File: config.mk
export PLATFORM = sky130hd
export DESIGN_NAME = matvec_load_ctrl
export DESIGN_NICKNAME = d
export VERILOG_FILES = /design/src/rtl/matvec_load_ctrl.sv
export SDC_FILE = /design/constraint.sdc
export NUM_CORES = 1
export LEC_CHECK = 0
export CAP_MARGIN = 20
export CELL_PAD_IN_SITES_DETAIL_PLACEMENT = 1
export CELL_PAD_IN_SITES_GLOBAL_PLACEMENT = 1
export CORE_MARGIN = 4
export CORE_UTILIZATION = 30
export CTS_BUF_LIST = sky130_fd_sc_hd__clkbuf_16
export DETAILED_ROUTE_END_ITERATION = 12
export GPL_TIMING_DRIVEN = 0
export PLACE_DENSITY = 0.79
export SYNTH_ARGS = -nofsm -noshare
export SYNTH_HDL_FRONTEND = slang
export SYNTH_SLANG_ARGS = --single-unit
File: constraint.sdc
create_clock -name clk -period 6.9 [get_ports clk]
set_clock_uncertainty 0.2 [all_clocks]
set_input_delay 1.38 -clock clk [delete_from_list [all_inputs] [get_ports clk]]
set_output_delay 1.38 -clock clk [all_outputs]
set_load 0.005 [all_outputs]
File: src/rtl/matvec_load_ctrl.sv
// Fetch/sequence controller: reads the vector line and ROWS matrix lines over Avalon-MM and serialises them into the B/A FIFOs.
// It then runs the MAC execute window. Define MATVEC_LOAD_TIMEOUT_EN to build the per-line read watchdog that drives err.
module matvec_load_ctrl #(
    parameter int DATA_WIDTH   = 8,
    parameter int COLS         = 8,
    parameter int ROWS         = 8,
    parameter int ADDR_WIDTH   = 32,
    parameter int BASE_ADDR    = 0,
    parameter int ADDR_INCR    = 1,
    parameter int DRAIN_CYCLES = 8
) (
    input  logic                       clk,
    input  logic                       rst,
    input  logic                       start,
    output logic                       busy,
    output logic                       done,
    output logic                       err,
    output logic [ADDR_WIDTH-1:0]      avm_address,
    output logic                       avm_read,
    input  logic [DATA_WIDTH*COLS-1:0] avm_readdata,
    input  logic                       avm_readdatavalid,
    input  logic                       avm_waitrequest,
    output logic                       mac_clr,
    output logic                       b_wren,
    output logic [DATA_WIDTH-1:0]      b_data,
    output logic [ROWS-1:0]            a_wren,
    output logic [DATA_WIDTH-1:0]      a_data,
    output logic                       mac_en
);

    localparam int LW = $clog2(ROWS + 1);
    localparam int EW = (COLS > 1) ? $clog2(COLS) : 1;
    localparam int XW = $clog2(COLS + DRAIN_CYCLES + 1);

    localparam logic [2:0] S_IDLE  = 3'd0;
    localparam logic [2:0] S_REQ   = 3'd1;
    localparam logic [2:0] S_WAIT  = 3'd2;
    localparam logic [2:0] S_SHIFT = 3'd3;
    localparam logic [2:0] S_EXEC  = 3'd4;
    localparam logic [2:0] S_DONE  = 3'd5;

    logic [2:0]                 state;
    logic [2:0]                 state_nxt;
    logic [LW-1:0]              line_cnt;
    logic [EW-1:0]              elem_cnt;
    logic [XW-1:0]              exec_cnt;
    logic [DATA_WIDTH*COLS-1:0] line_reg;
    logic                       first_req;
    logic [DATA_WIDTH-1:0]      elem;
    logic                       timeout;
    logic                       last_elem;
    logic                       shift_b;
    logic                       shift_a;

`ifdef MATVEC_LOAD_TIMEOUT_EN
    logic [15:0] wd_cnt;
    logic        err_q;

    // Watchdog restarts on every REQ entry and spans both REQ and WAIT of one line.
    always_ff @(posedge clk) begin
        if (rst) begin
            wd_cnt <= '0;
            err_q  <= 1'b0;
        end else begin
            if (state_nxt == S_REQ && state != S_REQ)
                wd_cnt <= '0;
            else if (state == S_REQ || state == S_WAIT)
                wd_cnt <= wd_cnt + 16'd1;

            if ((state == S_IDLE || state == S_DONE) && start)
                err_q <= 1'b0;
            else if (timeout)
                err_q <= 1'b1;
        end
    end

    assign timeout = (state == S_REQ || (state == S_WAIT && !avm_readdatavalid))
                     && wd_cnt == 16'd1023;
    assign err     = err_q;
`else
    assign timeout = 1'b0;
    assign err     = 1'b0;
`endif

    assign last_elem = (elem_cnt == EW'(COLS - 1));

    always_comb begin
        state_nxt = state;
        case (state)
            S_IDLE, S_DONE: if (start) state_nxt = S_REQ;
            S_REQ: begin
                if (timeout)
                    state_nxt = S_DONE;
                else if (!avm_waitrequest)
                    state_nxt = S_WAIT;
            end
            S_WAIT: begin
                if (avm_readdatavalid)
                    state_nxt = S_SHIFT;
                else if (timeout)
                    state_nxt = S_DONE;
            end
            S_SHIFT: begin
                if (last_elem)
                    state_nxt = (line_cnt == LW'(ROWS)) ? S_EXEC : S_REQ;
            end
            S_EXEC: begin
                if (exec_cnt == XW'(COLS + DRAIN_CYCLES - 1))
                    state_nxt = S_DONE;
            end
            default: state_nxt = S_IDLE;
        endcase
    end

    always_ff @(posedge clk) begin
        if (rst) begin
            state     <= S_IDLE;
            line_cnt  <= '0;
            elem_cnt  <= '0;
            exec_cnt  <= '0;
            line_reg  <= '0;
            first_req <= 1'b0;
        end else begin
            state    <= state_nxt;
            exec_cnt <= (state == S_EXEC) ? exec_cnt + XW'(1) : '0;
            case (state)
                S_IDLE, S_DONE: begin
                    if (start) begin
                        line_cnt  <= '0;
                        first_req <= 1'b1;
                    end
                end
                S_REQ: first_req <= 1'b0;
                S_WAIT: begin
                    if (avm_readdatavalid) begin
                        line_reg <= avm_readdata;
                        elem_cnt <= '0;
                    end
                end
                S_SHIFT: begin
                    elem_cnt <= elem_cnt + EW'(1);
                    if (last_elem && line_cnt != LW'(ROWS))
                        line_cnt <= line_cnt + LW'(1);
                end
                default: ;
            endcase
        end
    end

    // Line 0 is the vector and goes to B; line L>=1 is matrix row L-1.
    assign elem    = line_reg[elem_cnt*DATA_WIDTH +: DATA_WIDTH];
    assign shift_b = (state == S_SHIFT) && (line_cnt == '0);
    assign shift_a = (state == S_SHIFT) && (line_cnt != '0);

    assign busy        = (state != S_IDLE) && (state != S_DONE);
    assign done        = (state == S_DONE);
    assign avm_read    = (state == S_REQ);
    assign avm_address = ADDR_WIDTH'(BASE_ADDR) + ADDR_WIDTH'(line_cnt) * ADDR_WIDTH'(ADDR_INCR);
    assign mac_clr     = (state == S_REQ) && first_req;
    assign b_wren      = shift_b;
    assign b_data      = shift_b ? elem : '0;
    assign a_wren      = shift_a ? (ROWS'(1) << (line_cnt - LW'(1))) : '0;
    assign a_data      = shift_a ? elem : '0;
    assign mac_en      = (state == S_EXEC) && (exec_cnt < XW'(COLS));

endmodule

---- Word level (Yosys, flattened, before mapping) ----
Cells that the tools add are included.
word-level totals
  flip-flop bits (word level) ............. 80
  output and inout port bits .............. 63
  input bits .............................. 69
cells by class
  muxes and demuxes ....................... 17
  bitwise gates (word level) .............. 1
  shifts and indexed selects .............. 2
  magnitude comparators ................... 1
  $add $sub $neg .......................... 4
  reduce and logical (&&, ||, !) cells .... 20
  equality and inequality tests ........... 16
operators by type and width
  kind                                                                   number
  64-bit by 7-bit variable part select with 8-bit output                 1
  8-bit two-way mux                                                      3
  3-bit two-way mux                                                      7
  3-bit case mux with 5 select lines                                     1
  2-bit != test, second input constant                                   6
  3-bit equality test, second input constant                             3
  4-bit two-way mux                                                      2
  4-bit case mux with 2 select lines                                     1
  1-bit by 4-bit left shift with 8-bit output, first input constant      1
  3-bit by 2-bit equality test with 1-bit output, second input constant  2
  1-bit logical AND                                                      6
  3-bit case mux with 2 select lines                                     1
  2-bit AND reduction                                                    3
  2-bit nonzero test                                                     3
  5-bit by 1-bit adder with 5-bit output, second input constant          1
  5-bit by 4-bit equality test with 1-bit output, second input constant  1
  5-bit by 4-bit < comparator with 1-bit output, second input constant   1
  5-bit AND reduction                                                    1
  4-bit by 1-bit adder with 4-bit output, second input constant          1
  4-bit equality test, second input constant                             1
  4-bit logical NOT                                                      1
  4-bit != test, second input constant                                   1
  4-bit nonzero test                                                     1
  2-bit OR reduction                                                     2
  other kinds (10)                                                       10

---- Depth between registers and ports, before layout ----
Gate-level depths: netlist of the first run.
  depth after elaboration ................. 4
  mapped depth ............................ 7
  mapped depth without buffers ............ 7

---- Worst setup path after synthesis of the first run ----
Ideal clock, no wire load.
  path kind ............................... reg2out
  start point ............................. register elem_cnt[0]
  end point ............................... output port a_data[7]
  path buffers ............................ 2
  data required time ...................... 5.320 ns
  arrival time ............................ 1.620 ns
  slack ................................... 3.700 ns
  cell stages (with the launch flop) ...... 6
  path through ............................ dfxtp_1 > buf_2 > buf_2 > mux4_2 > mux2i_1 > nor2_1
on the way
  word-level cells in the longest chain between the ends .. 2
ends and longest elaborated chain
  element                                                 RTL line  source
  start: declaration                                      45        logic [EW-1:0] elem_cnt;
  start signal: assignment                                141       elem_cnt <= elem_cnt + EW'(1);
  64-bit by 7-bit variable part select with 8-bit output  151       assign elem = line_reg[elem_cnt*DATA_WIDTH +: DATA_WIDTH];
  8-bit two-way mux                                       163       assign a_data = shift_a ? elem : '0;
  end: declaration                                        27        output logic [DATA_WIDTH-1:0] a_data,
Every way passes these cells.

---- Final worst setup path of the first run ----
  start point ............................. register elem_cnt[0]
  end point ............................... output port b_data[3]
on the way
  word-level cells in the longest chain between the ends .. 2
ends and longest elaborated chain
  element                                                 RTL line  source
  64-bit by 7-bit variable part select with 8-bit output  151
  8-bit two-way mux                                       161       assign b_data = shift_b ? elem : '0;
  end: declaration                                        25        output logic [DATA_WIDTH-1:0] b_data,
Every way passes these cells.

==> metrics.txt, run 1 <==
dominant synthesized flop cell dfxtp_1; Post-CTS Setup Bufs 0; Reg-to-Reg End state[2]; DRC viols 0; slew of the pin with the lowest slew margin 645 ps; Final Hold Fails 0; flop and latch count out of synthesis 80; H-tree depth 3; sequential element share of the synthesized area 40.0%; final worst-path cycle share 63.7%; post-CTS sizing 0; Worst IR Drop VDD 0.0000968 V; Clk Tree Root Cell clkbuf_16; first-pass GRT wire length 20,000 um; total global routing overflow 0; xor-xnor portion of the synthesized cell area 0.656%; initial drt markers 161; Slew Viols, Final 0; DR pass1 iterations 4; Initial Util 31.2%; Net Sw Frac 24.5%; Pleak 2.06 nW; final setup fails 0; Yosys top cell area share 40.0%; post-synthesis simple-gate area fraction 23.0%; hold slack 255 ps; n_diodes 0; DR WL/cell 16.0 um; cells after synthesis 481; largest family of logic cells by synthesized area simple AND/OR/NAND/NOR gates; overall routing resource usage 16.8%; max reg flops 64; worst setup path category flip-flop to output port; fmax 228 MHz; fin area 5660 um2; crit path to b_data[3]; Core Util, Final 44.1%; area grow syn2layout 41.2%; routed vias/inst 4.69; Seq pwr share 41.7%; R2R depth 7; synth unique cells 42; CTS tree done; adder-cell share of the synthesized area 3.13%; # fillers 1,562; Die H 124 um; Avg Cell Area, Syn 8.32 um2; crit path time final 4400 ps; reg2reg setup slack 4620 ps; TritonCTS Buffers 9; Max Root-Sink Buffers 2; Routed Antenna Nets 0; # IOs 132; Critical Path Start elem_cnt[0]; status finished, final reports clean; Sw Pwr 288 uW; area leader, netlist dfxtp_1; clk sinks 80; crit start category flip-flop; Worst Hold Class flip-flop to flip-flop; Cell Area, Synth 4000 um2; clock share of power 43.3%; WP data required 5320 ps; core area 12,800 um2; hpwl dp 9980 um; Final Wtd Congestion 0.807; RR Startpoint exec_cnt[0]; Gate power share 15.1%; total negative slack 0 ps; Max Cap Violations 0; Synth Area in Compound Gates 10.7%; die area 15,300 um2; hold wc startpoint line_reg[18]; initial antenna violation count 0; fin nets 700; Vias 3,740; async set-reset flop share out of synthesis 0%; critical path endpoint category output port; Core Rows 41; # hold bufs at CTS 0; Yosys warning total 0; worst-path fanout max 10; Place WS 2840 ps; I/O Buffers 101; Die W 124 um; setup slack after layout 2500 ps; placed cell areas 5340 um2; Post-synth EDFFs 0; Synth area leaders dfxtp_1 40%, nand2_1 13%, a21oi_1 9.0%; Worst-path clk slew 60 ps; Slew headroom 57.0%; final wirelength 12,700 um; Critical Path AT 2820 ps; largest net degree at the start of global routing 15; share of cells above drive strength 1 13.1%; post-synthesis mux area share 12.0%; vias in the first global route 4,166; Worst-Skew Late Latency 330 ps; PD cells 208 nW/um2; RSZ-0062 raised after global routing false; P_int 889 uW
==> logic make-up after synthesis <==
family	after synthesis
DFF	80
AOI/OAI and AO/OA	82
other	1
and+or+nand+nor	205
adders and majority gates	10
muxes	28
xor gates and xnor gates	3
buffers and inverters	72
==> layer usage <==
metal	GRT usage [%]	vias to the layer above	share of wire, %
met3	2.10	15	4.2
met2	31.9	97	53
met1	19.3	1788	42
met4	5.54	0	1.7
li1	-	1840	-
met5	0	-	0
==> critical path, cell delays in order, from the launching register on <==
cell             delay [ps]
dfxtp_1                 340
buf_2                   320
buf_2                   380
mux4_2                  580
mux2i_1                 290
nor2_1                   90
clkdlybuf4s50_1         470
==> cell usage after synthesis, types with 2 or more instances <==
| cell | instances |
|---|---|
| nand2_1 | 134 |
| dfxtp_1 | 80 |
| a21oi_1 | 72 |
| buf_4 | 29 |
| nor2_1 | 22 |
| clkbuf_1 | 17 |
| mux4_2 | 16 |
| buf_2 | 12 |
| mux2i_1 | 11 |
| nand3_1 | 11 |
| and3_1 | 10 |
| ha_1 | 10 |
| inv_1 | 9 |
| nand2b_1 | 5 |
| o21ai_0 | 4 |
| buf_6 | 3 |
| nor3_1 | 3 |
| or3_1 | 3 |
| a31oi_1 | 2 |
| buf_1 | 2 |
| nor3b_1 | 2 |
| nor4b_1 | 2 |
| o32ai_1 | 2 |
| xnor2_1 | 2 |
==> worst min path at each step <==
stage	to	slack [ps]	cells after the start
2_1_floorplan	exec_cnt[0]	220	1
3_3_place_gp	exec_cnt[0]	230	1
3_5_place_dp	line_reg[44]	250	2
4_1_cts	line_reg[18]	260	2
5_1_grt	line_reg[14]	280	2
6_report	line_reg[18]	250	2
==> per-stage QoR <==
| stage | total power [mW] | instances |
|---|---|---|
| after floorplan | 0.597 | 509 |
| after global placement | 0.670 | 782 |
| after detailed placement | 0.677 | 782 |
| after CTS | 1.18 | 798 |
| after global routing | 1.22 | 798 |
| final | 1.18 | 798 |
==> cell usage in the layout (no fill, tap or decap), types with 10 or more instances in the layout <==
| cell | synthesis | routed |
|---|---|---|
| a21oi_1 | 72 | 72 |
| and3_1 | 10 | 10 |
| buf_2 | 12 | 12 |
| buf_4 | 29 | 29 |
| clkbuf_1 | 17 | 17 |
| clkdlybuf4s50_1 | 0 | 101 |
| conb_1 | 1 | 29 |
| dfxtp_1 | 80 | 80 |
| ha_1 | 10 | 10 |
| mux2i_1 | 11 | 11 |
| mux4_2 | 16 | 16 |
| nand2_1 | 134 | 134 |
| nand3_1 | 11 | 11 |
| nor2_1 | 22 | 22 |
==> power by group through the flow <==
stage / Combinational (mW) / Sequential [mW] / Clock [mW]
5_1_grt: 0.196 / 0.492 / 0.536
4_1_cts: 0.177 / 0.490 / 0.515
6_report: 0.178 / 0.490 / 0.509
3_5_place_dp: 0.176 / 0.500 / 0
2_1_floorplan: 0.101 / 0.496 / 0
3_3_place_gp: 0.171 / 0.499 / 0
==> area by class of cell <==
class,instances,area [um2],share of cell area (%)
buffer,63,383,6.77
clock buffer,9,225,3.98
clock inverter,7,95.1,1.68
inverter,9,33.8,0.597
multi-input combinational,357,2090,37.0
sequential,80,1600,28.3
tap,172,215,3.81
timing repair buffer,101,1010,17.9
Note: power is estimated with default switching activity, not from simulation.
==> run 2, diff against run 1 <==
Settings changed: PLACE_DENSITY 0.79 to 0.82.
Clock period 6.9 ns to 4 ns, I/O delays scaled along.
==> run 2 against run 1 <==
Clock-buffer cell count unchanged. Clock power up 71%. Non-clock buffer count unchanged. Global-route usage up 0.090 points. Critical endpoint is now a_data[4]. Largest power group unchanged. Wire length up 0.86%. Critical path depth unchanged. Total power up 72%. Utilization down 0.059 points. Worst setup slack worse by 2300 ps.
==> metrics.txt, run 2 (synthesis results as in run 1) <==
status finished, final reports clean; Vias 3,788; final worst-path cycle share 94.1%; DRC viols 0; hold slack 259 ps; area grow syn2layout 41.1%; max reg flops 64; metal2 WL 6490 um; Max Cap Violations 0; TritonCTS Buffers 9; Final Wtd Congestion 0.823; initial drt markers 142; post-CTS sizing 0; slew of the pin with the lowest slew margin 661 ps; share of cells above drive strength 1 12.8%; vias in the first global route 4,082; initial antenna violation count 0; most common cell after layout, fill and taps aside nand2_1; Initial Util 31.2%; n_diodes 0; Core Util, Final 44.0%; Worst Hold Class flip-flop to flip-flop; fmax 266 MHz; final wirelength 12,800 um; Post-CTS Setup Bufs 0; DR WL/cell 16.1 um; crit path time final 3770 ps; Routed Antenna Nets 0; Place WS 571 ps; Max Root-Sink Buffers 2; overall routing resource usage 16.9%; largest net degree at the start of global routing 14; Die H 124 um; CTS tree done; clk sinks 80; # IOs 132; core area 12,800 um2; first-pass GRT wire length 20,000 um; I/O Buffers 101; met3 wire length 818 um; # hold bufs at CTS 0; Worst IR Drop VDD 0.000164 V; top sig layer met4; DR pass1 iterations 4; Hold Path Cell Cnt 2; Final Hold Fails 0; fin nets 700; final setup fails 0; Slew Viols, Final 0; critical path endpoint category output port; Met1 Wirelength 5320 um; total global routing overflow 0; Pleak 2.06 nW; WP data required 3000 ps; setup slack after layout 235 ps; Die W 124 um; worst-path fanout max 10; hpwl dp 9750 um; highest-count cells in the layout ignoring fill and taps 134 x nand2_1, 101 x clkdlybuf4s50_1, 80 x dfxtp_1; Clk Tree Root Cell clkbuf_16; H-tree depth 3; Core Rows 41; PD cells 358 nW/um2; RSZ-0062 raised after global routing false; Critical Path AT 2770 ps; reg2reg setup slack 1690 ps; R2R depth 7; total negative slack 0 ps; crit start category flip-flop; Worst-Skew Late Latency 330 ps; Slew headroom 56.0%; routed vias/inst 4.75; Worst-path clk slew 60 ps; die area 15,300 um2; worst setup path category flip-flop to output port
## run 2: cell types whose count changed in the layout (fill, tap and decap cells not counted)
cell        previous run  this run
clkinvlp_4             1         2
inv_6                  1         0
inv_1                  9        10
clkinv_1               0         1
clkinv_2               2         1
clkinv_4               1         0
## run 2: path summary, 6_finish.rpt
check	start	end
setup / recovery	elem_cnt[0]	a_data[4]
hold / removal	line_reg[54]	line_reg[54]
setup reg to reg	exec_cnt[0]	state[2]
hold reg to reg	line_reg[54]	line_reg[54]
## run 2: through the flow
step / total power, mW / instances / area (um2)
finish: 2.02 / 798 / 5650
global route: 2.10 / 798 / 5650
CTS: 2.03 / 798 / 5650
detailed placement: 1.17 / 782 / 5340
global placement: 1.16 / 782 / 5340
floorplan: 1.03 / 509 / 4110
## run 2: cell type report
| class | count | area (um2) |
|---|---|---|
| Inverter | 9 | 33.8 |
| Buffer | 63 | 383 |
| Clock inverter | 7 | 87.6 |
| Sequential cell | 80 | 1600 |
| Multi-Input combinational cell | 357 | 2090 |
| Fill cell | 1552 | 7180 |
| Clock buffer | 9 | 225 |
| Timing Repair Buffer | 101 | 1010 |
| Tap cell | 172 | 215 |
## run 2: layer usage
layer	vias up	GRT usage, %
li1	1845	-
met1	1802	19.8
met2	121	30.5
met3	20	3.11
met4	0	6.37
met5	-	0
## run 2: critical path, cell delays in order, from the launching register on
cell	delay (ps)
dfxtp_1	330
buf_2	310
buf_2	370
mux4_2	570
mux2i_1	250
nor2_1	120
clkdlybuf4s50_1	480
## run 2: where the power goes
part	internal [mW]	switching [mW]	total (mW)	leakage, nW
clock	0.541	0.330	0.871	0.150
sequential	0.828	0.0190	0.848	0.646
combinational	0.158	0.148	0.306	1.26
